[src/rtl/xoodyak_pkg.sv]
// Shared types and constants for the Xoodyak response collector.
// Checker build option: XOOD_RESP_TAGCHK_EN.
package xoodyak_pkg;

    localparam int unsigned TAG_W  = 128;
    localparam int unsigned KIND_W = 2;

    typedef enum logic [1:0] {
        KIND_TEXT = 2'd0,
        KIND_TAG  = 2'd1,
        KIND_KEY  = 2'd2
    } kind_e;

    localparam logic [3:0] OP_CRYPT   = 4'd4;
    localparam logic [3:0] OP_DECRYPT = 4'd5;
    localparam logic [3:0] OP_SQUEEZE = 4'd6;
    localparam logic [3:0] OP_SQZKEY  = 4'd8;

    typedef logic [1:0] tstate_t;
    localparam tstate_t T_IDLE  = 2'd0;
    localparam tstate_t T_ARMED = 2'd1;
    localparam tstate_t T_DONE  = 2'd2;

    typedef struct packed {
        logic              valid;
        logic [KIND_W-1:0] kind;
    } dec_t;

    // Map the low opmode nibble to a queue kind; unknown codes are not queued.
    function automatic dec_t decode_op(input logic [3:0] op);
        dec_t d;
        d.valid = 1'b1;
        d.kind  = KIND_TEXT;
        case (op)
            OP_CRYPT, OP_DECRYPT: d.kind = KIND_TEXT;
            OP_SQUEEZE:           d.kind = KIND_TAG;
            OP_SQZKEY:            d.kind = KIND_KEY;
            default:              d.valid = 1'b0;
        endcase
        return d;
    endfunction

endpackage

[src/rtl/xoodyak_resp_collect_if.sv]
// Core-result input and host-side output handshake of the response collector.
interface xoodyak_resp_collect_if #(
    parameter int unsigned TW = 192
);
    logic          core_valid;
    logic [4:0]    core_opmode;
    logic [TW-1:0] core_text;
    logic          out_ready;
    logic          out_valid;
    logic [TW-1:0] out_data;
    logic [1:0]    out_kind;

    modport master (
        output core_valid, core_opmode, core_text, out_ready,
        input  out_valid, out_data, out_kind
    );

    modport slave (
        input  core_valid, core_opmode, core_text, out_ready,
        output out_valid, out_data, out_kind
    );
endinterface

[src/rtl/xoodyak_resp_fifo.sv]
// Result FIFO with a registered head: a write into an empty FIFO shows up one cycle later.
module xoodyak_resp_fifo #(
    parameter int unsigned DEPTH = 4,
    parameter int unsigned EW    = 194
) (
    input  logic          eph1,
    input  logic          reset,
    input  logic          wr_en,
    input  logic [EW-1:0] wr_data,
    input  logic          rd_en,
    output logic          full_c,
    output logic          rd_valid,
    output logic [EW-1:0] rd_data
);
    localparam int unsigned AW = $clog2(DEPTH);
    localparam int unsigned CW = $clog2(DEPTH) + 1;

    logic [AW-1:0] wr_ptr_q, wr_ptr_d, rd_ptr_q, rd_ptr_d;
    logic [CW-1:0] cnt_q, cnt_d;
    logic [EW-1:0] mem_q [DEPTH];
    logic [EW-1:0] mem_d [DEPTH];
    logic [EW-1:0] head_q, head_d;
    logic          valid_q, valid_d;

    assign full_c   = (cnt_q == CW'(DEPTH));
    assign rd_valid = valid_q;
    assign rd_data  = head_q;

    // Head is read from the post-write array so a same-cycle write to the new head slot is seen.
    always_comb begin
        mem_d    = mem_q;
        wr_ptr_d = wr_ptr_q;
        rd_ptr_d = rd_ptr_q;
        cnt_d    = cnt_q;
        if (wr_en) begin
            mem_d[wr_ptr_q] = wr_data;
            wr_ptr_d        = wr_ptr_q + AW'(1);
        end
        if (rd_en) begin
            rd_ptr_d = rd_ptr_q + AW'(1);
        end
        if (wr_en && !rd_en) begin
            cnt_d = cnt_q + CW'(1);
        end else if (!wr_en && rd_en) begin
            cnt_d = cnt_q - CW'(1);
        end
        valid_d = (cnt_d != '0);
        head_d  = mem_d[rd_ptr_d];
    end

    always_ff @(posedge eph1 or posedge reset) begin
        if (reset) begin
            wr_ptr_q <= '0;
            rd_ptr_q <= '0;
            cnt_q    <= '0;
            head_q   <= '0;
            valid_q  <= 1'b0;
            for (int i = 0; i < int'(DEPTH); i++) begin
                mem_q[i] <= '0;
            end
        end else begin
            wr_ptr_q <= wr_ptr_d;
            rd_ptr_q <= rd_ptr_d;
            cnt_q    <= cnt_d;
            head_q   <= head_d;
            valid_q  <= valid_d;
            mem_q    <= mem_d;
        end
    end

endmodule

[src/rtl/xoodyak_resp_collect.sv]
// Collects Xoodyak core results into a kind-tagged FIFO with sticky overflow.
// Optional tag checker compiled in with XOOD_RESP_TAGCHK_EN.
module xoodyak_resp_collect
    import xoodyak_pkg::*;
#(
    parameter int unsigned DEPTH = 4,
    parameter int unsigned TW    = 192
) (
    input  logic                  eph1,
    input  logic                  reset,
    xoodyak_resp_collect_if.slave bus,
    input  logic [TAG_W-1:0]      tag_exp,
    input  logic                  tag_load,
    input  logic                  ovf_clr,
    output logic                  ovf,
    output logic                  auth_ok,
    output logic                  auth_fail
);
    dec_t          dec_c;
    logic          push_c, pop_c, wr_en_c, full_c;
    logic [TW+1:0] head_c;
    logic          ovf_q, ovf_d;

    assign dec_c   = decode_op(bus.core_opmode[3:0]);
    assign push_c  = bus.core_valid && dec_c.valid;
    assign pop_c   = bus.out_valid && bus.out_ready;
    assign wr_en_c = push_c && (!full_c || pop_c);

    xoodyak_resp_fifo #(
        .DEPTH (DEPTH),
        .EW    (TW + 2)
    ) u_fifo (
        .eph1     (eph1),
        .reset    (reset),
        .wr_en    (wr_en_c),
        .wr_data  ({dec_c.kind, bus.core_text}),
        .rd_en    (pop_c),
        .full_c   (full_c),
        .rd_valid (bus.out_valid),
        .rd_data  (head_c)
    );

    assign bus.out_kind = head_c[TW+1:TW];
    assign bus.out_data = head_c[TW-1:0];

    // A new overflow wins over a same-cycle clear.
    always_comb begin
        ovf_d = ovf_q;
        if (ovf_clr) begin
            ovf_d = 1'b0;
        end
        if (push_c && full_c && !pop_c) begin
            ovf_d = 1'b1;
        end
    end

    always_ff @(posedge eph1 or posedge reset) begin
        if (reset) begin
            ovf_q <= 1'b0;
        end else begin
            ovf_q <= ovf_d;
        end
    end

    assign ovf = ovf_q;

`ifdef XOOD_RESP_TAGCHK_EN
    tstate_t          st_q, st_d;
    logic [TAG_W-1:0] tag_q, tag_d;
    logic             ok_q, ok_d, fail_q, fail_d;
    logic             tag_push_c;
    logic             unused_op;

    // Every TAG result is compared, including ones the FIFO drops.
    assign tag_push_c = bus.core_valid && (bus.core_opmode[3:0] == OP_SQUEEZE);
    assign unused_op  = bus.core_opmode[4];

    always_comb begin
        st_d   = st_q;
        tag_d  = tag_q;
        ok_d   = 1'b0;
        fail_d = 1'b0;
        case (st_q)
            T_IDLE: begin
                if (tag_load) begin
                    st_d  = T_ARMED;
                    tag_d = tag_exp;
                end
            end
            T_ARMED: begin
                if (tag_push_c) begin
                    if (bus.core_text[TW-1 -: TAG_W] == tag_q) begin
                        ok_d = 1'b1;
                    end else begin
                        fail_d = 1'b1;
                    end
                    st_d = T_DONE;
                end else if (tag_load) begin
                    tag_d = tag_exp;
                end
            end
            T_DONE:  st_d = T_IDLE;
            default: st_d = T_IDLE;
        endcase
    end

    always_ff @(posedge eph1 or posedge reset) begin
        if (reset) begin
            st_q   <= T_IDLE;
            tag_q  <= '0;
            ok_q   <= 1'b0;
            fail_q <= 1'b0;
        end else begin
            st_q   <= st_d;
            tag_q  <= tag_d;
            ok_q   <= ok_d;
            fail_q <= fail_d;
        end
    end

    assign auth_ok   = ok_q;
    assign auth_fail = fail_q;
`else
    logic unused_tag;
    assign unused_tag = ^{tag_exp, tag_load, bus.core_opmode[4]};
    assign auth_ok    = 1'b0;
    assign auth_fail  = 1'b0;
`endif

endmodule

[src/flat_wrapper.sv]
// flat-port wrapper written by rule: the top's interface ports become plain ports
module xoodyak_resp_collect_flat import xoodyak_pkg::*;
#(
    parameter int unsigned DEPTH = 4,
    parameter int unsigned TW    = 192
)
  (eph1, reset, tag_exp, tag_load, ovf_clr, ovf, auth_ok, auth_fail, bus_core_valid, bus_core_opmode, bus_core_text, bus_out_ready, bus_out_valid, bus_out_data, bus_out_kind);
  xoodyak_resp_collect_if #(.TW(TW)) bus_i ();
  input  logic eph1;
  input  logic reset;
  input  logic [TAG_W-1:0] tag_exp;
  input  logic tag_load;
  input  logic ovf_clr;
  output logic ovf;
  output logic auth_ok;
  output logic auth_fail;
  input wire logic [$bits(bus_i.core_valid)-1:0] bus_core_valid;
  input wire logic [$bits(bus_i.core_opmode)-1:0] bus_core_opmode;
  input wire logic [$bits(bus_i.core_text)-1:0] bus_core_text;
  input wire logic [$bits(bus_i.out_ready)-1:0] bus_out_ready;
  output wire logic [$bits(bus_i.out_valid)-1:0] bus_out_valid;
  output wire logic [$bits(bus_i.out_data)-1:0] bus_out_data;
  output wire logic [$bits(bus_i.out_kind)-1:0] bus_out_kind;
  assign bus_i.core_valid = bus_core_valid;
  assign bus_i.core_opmode = bus_core_opmode;
  assign bus_i.core_text = bus_core_text;
  assign bus_i.out_ready = bus_out_ready;
  assign bus_out_valid = bus_i.out_valid;
  assign bus_out_data = bus_i.out_data;
  assign bus_out_kind = bus_i.out_kind;
  xoodyak_resp_collect #(.DEPTH(DEPTH), .TW(TW)) u_core (.eph1(eph1), .reset(reset), .bus(bus_i), .tag_exp(tag_exp), .tag_load(tag_load), .ovf_clr(ovf_clr), .ovf(ovf), .auth_ok(auth_ok), .auth_fail(auth_fail));
endmodule
[config.mk]
export PLATFORM = sky130hd
export DESIGN_NAME = xoodyak_resp_collect_flat
export DESIGN_NICKNAME = d
export VERILOG_FILES = /design/src/rtl/xoodyak_pkg.sv /design/src/rtl/xoodyak_resp_collect_if.sv /design/src/rtl/xoodyak_resp_fifo.sv /design/src/rtl/xoodyak_resp_collect.sv /design/src/flat_wrapper.sv
export SDC_FILE = /design/constraint.sdc
export NUM_CORES = 2
export LEC_CHECK = 0
export BUFFER_PORTS_ARGS = -buffer_cell sky130_fd_sc_hd__buf_2
export CAP_MARGIN = 20
export CELL_PAD_IN_SITES_DETAIL_PLACEMENT = 1
export CELL_PAD_IN_SITES_GLOBAL_PLACEMENT = 2
export CORE_MARGIN = 4
export CORE_UTILIZATION = 36
export CTS_CLUSTER_SIZE = 20
export DETAILED_ROUTE_END_ITERATION = 10
export PLACE_DENSITY = 0.81
export RECOVER_POWER = 100
export SKIP_LAST_GASP = 1
export SLEW_MARGIN = 20
export SYNTH_ARGS = -nofsm -noshare
export SYNTH_HDL_FRONTEND = slang
export SYNTH_SLANG_ARGS = --single-unit
[constraint.sdc]
create_clock -name eph1 -period 41.5 [get_ports eph1]
set_input_delay 2.075 -clock eph1 [delete_from_list [all_inputs] [get_ports eph1]]
set_output_delay 2.075 -clock eph1 [all_outputs]
set_load 0.05 [all_outputs]
==> impl_metrics.csv <==
group,metric,value,unit
run_status,status,"complete, but fails checks",
run_status,violations,"max-capacitance violations, max-slew violations",
cts,cts_repair_resize_count,0,
cts,clockBufferDepth,3,
die,die_x,391,um
min_path,min_path_type,"flip-flop to flip-flop",
yosys,synth_area,52700,um^2
drt,firstDrtPassIters,5,
yosys,synthArstFlopShare,100,%
drt,ant_nets,0,
grt,grt_pass1_vias,43979,
yosys,synth_cell_types,40,
setup_path,cp_top_family,"buffers and inverters",
placement,place_hpwl,87700,um
timing,finalCritPeriodShare,44.2,%
pwr,swShare,43.1,%
die,start_util,36.2,%
grt,grt_max_degree,193,
drt,num_vias,42547,
setup_path,arrival,18.97,ns
die,dieArea,153000,um^2
cts,hold_buffers,0,
timing,rsz0062_at_grt,"false",
timing,tns,0,ns
cells_and_area,fill_cells,17498,
pwr,internal_power,2590,uW
cts,htree_levels,3,
drt,viasPerCell,5.01,
timing,timing.final.crit_period,18.36,ns
die,io_pins,529,
grt,antenna_found_initial,63,
timing,fin_skew,0.0227,ns
yosys,synth-seq-cells,979,
setup_path,cp_common_cell,"clkbuf_1",
timing,finalSetupViolations,0,
cts,cts_root_buffer,"clkbuf_16",
pwr,p_leak,0.0270,uW
pwr,seqPwrFrac,36.1,%
cts,clk_pin_slew,0.06,ns
cells_and_area,drive_gt1_share,6.05,%
timing,fmax,54.5,MHz
yosys,synthFlopType,"dfrtp_1",
timing,tightestPinTransition,8.59,ns
pwr,pwr-share-clk,21.6,%
drt,routed_wl,159000,um
cells_and_area,syn_to_final_growth,8.53,%
die,die_h,391,um
setup_path,max_stage_delay,5.88,ns
yosys,yosys.area.top_type_share,46.5,%
pwr,powerDensity,79.4,nW/um^2
setup_path,end_kind,"flip-flop",
placement,io_buffer_count,396,
pwr,p_switching,1960,uW
setup_path,crit_path_max_fanout,116,
drt,drc,0,
drt,drtIter0Drc,2113,
pwr,vdd_ir_drop_max,51.3,uV
yosys,yosys.area.top_type,"dfrtp_1",
setup_path,worst_ep_required_time,42.11,ns
timing,max_slew_margin,-473,%
setup_path,path_buf_inv,5,
die,coreArea,146000,um^2
timing,final-max-slew-violation-count,2555,
drt,routedWlPerCell,18.8,um
grt,grt.overflow.total,0,
yosys,synth_edf_count,0,
grt,grt_pass1_wl,254000,um
cts,clock_latency,0.73,ns
cts,clock_sinks,979,
setup_path,worstSetupStartpointType,"primary input",
pwr,combPwrFrac,42.3,%
cts,cts_tree,"built",
timing,fin_hold_ws,0.471,ns
yosys,ys_seq_area_share,46.5,%
timing,hold_violations,0,
setup_path,crit_slowest_cell,"clkbuf_1",
yosys,synth_warnings,0,
yosys,syn_avg_cell_area,8.10,um^2
yosys,synthCells,6508,
cts,cts_inserted_buffers,115,
grt,grt.total_usage,20.8,%
job,drv_cap,38,
setup_path,worst-setup-path-type,"primary input to flip-flop",
yosys,synth_area_leaders,"dfrtp_1 46%, nand2_1 16%, mux2i_1 15%",
cts,post_cts_buffers,0,
placement,gp_congestion,0.731,
die,row_count,140,
cells_and_area,fin_nets,6795,
setup_path,path_cells,"clkbuf_1 -> nor4b_1 -> o31a_1 -> and3_1 -> clkbuf_1 -> clkbuf_1 -> clkbuf_1 -> clkbuf_1 -> mux2i_1 -> and4_1",
==> area by class of cell <==
class                           instances  area [um^2]  share of cell area [%]
Clock buffer                          186         3440                    6.01
Antenna cell                           30         75.1                   0.131
Timing Repair Buffer                  454         2120                    3.71
Multi-Input combinational cell       4898        24500                    42.8
Sequential cell                       979        24500                    42.8
Inverter                                9         35.0                  0.0612
Tap cell                             1917         2400                    4.19
Clock inverter                         22          175                   0.306
==> worst paths after layout <==
path | startpoint | endpoint | slack [ns] | cells after the start
max | bus_core_opmode[1] | u_core.u_fifo.rd_data[102] | 23.14 | 10
min | u_core.u_fifo.mem_q[743] | u_core.u_fifo.mem_q[743] | 0.47 | 2
max reg2reg | u_core.u_fifo.rd_valid | u_core.u_fifo.rd_data[102] | 25.09 | 9
min reg2reg | u_core.u_fifo.mem_q[743] | u_core.u_fifo.mem_q[743] | 0.47 | 2
max in group asynchronous | reset | u_core.u_fifo.rd_data[65] | 23.54 | 4
min in group asynchronous | reset | u_core.u_fifo.rd_data[46] | 2.80 | 2
==> flip-flops by register name, indices dropped and copies added, names as in the netlist <==
register / count
u_core.u_fifo.rd_ptr_q: 2
u_core.u_fifo.cnt_q: 3
u_core.u_fifo.mem_q: 776
u_core.ovf: 1
u_core.u_fifo.rd_data: 194
u_core.u_fifo.rd_valid: 1
u_core.u_fifo.wr_ptr_q: 2
==> synthesized netlist by cell type, drive strengths merged (2+ instances only) <==
| cell | n |
|---|---|
| a211o | 4 |
| nor3 | 2 |
| nand3 | 6 |
| inv | 9 |
| and2 | 3 |
| nand2 | 2318 |
| and4 | 194 |
| buf | 379 |
| a21bo | 2 |
| xnor2 | 3 |
| mux2i | 774 |
| and3 | 4 |
| o21ai | 7 |
| clkbuf | 244 |
| nor2 | 1547 |
| a31oi | 3 |
| nor3b | 2 |
| a21o | 4 |
| nand3b | 2 |
| ha | 7 |
| a21oi | 2 |
| dfrtp | 979 |
==> per-layer routing <==
| metal | track usage (%) | up-vias | wire length (um) |
|---|---|---|---|
| met2 | 35.4 | 585 | 75300 |
| met4 | 5.17 | 30 | 4070 |
| li1 | - | 20289 | - |
| met1 | 26.8 | 21392 | 72000 |
| met3 | 4.61 | 251 | 7800 |
| met5 | 0 | - | 205 |
==> worst reg2reg max path: stages (launching register included) <==
cell	delay, ns
dfrtp_1	0.45
nand2_1	0.28
nand3_1	0.51
and3_1	1.26
clkbuf_1	5.89
clkbuf_1	2.76
clkbuf_1	2.46
clkbuf_1	2.08
mux2i_1	0.30
and4_1	0.33
==> layout by cell type, fill, tap and decap left out, types with 4 or more instances in the layout <==
cell | synthesis | final
diode_2 | 0 | 30
nand3_1 | 6 | 6
a211o_1 | 4 | 4
nand2_1 | 2318 | 2318
inv_1 | 9 | 8
clkbuf_8 | 0 | 23
buf_4 | 259 | 20
buf_2 | 72 | 198
o21ai_0 | 7 | 7
ha_1 | 7 | 7
dfrtp_1 | 979 | 979
buf_12 | 0 | 6
clkbuf_16 | 0 | 118
nor2_1 | 1547 | 1547
and4_1 | 194 | 194
clkinv_2 | 0 | 16
mux2i_1 | 774 | 774
clkbuf_1 | 244 | 275
==> metrics by stage <==
step	std cells	worst slack [ns]	utilization, %	total power, uW	area (um^2)
after floorplan	6509	11.88	-	3080	52700
after global placement	8256	34.07	37.1	3540	54100
after detailed placement	8256	34.03	37.1	3600	54100
after CTS	8464	34.79	39.6	4620	57700
after global routing	8469	20.04	39.3	4910	57200
final	8495	23.14	39.3	4550	57200
==> cell families after synthesis <==
family	Yosys count	synth area share, %
and+or+nand+nor	4083	31.1
DFF	979	46.5
muxes	775	14.7
buffers and inverters	632	7.17
AOI/OAI and AO/OA	28	0.380
adders and majority gates	7	0.166
xor gates and xnor gates	3	0.0498
other	1	0.00711
==> power by group through the flow <==
| stage | registers [uW] | logic [uW] | clock network, uW |
|---|---|---|---|
| 4_1_cts | 1640 | 1960 | 1020 |
| 5_1_grt | 1690 | 2160 | 1060 |
| 3_5_place_dp | 1650 | 1950 | 0 |
| 6_report | 1640 | 1920 | 983 |
| 2_1_floorplan | 1940 | 1130 | 0 |
| 3_3_place_gp | 1640 | 1900 | 0 |
(Power assumes the default switching activity.)
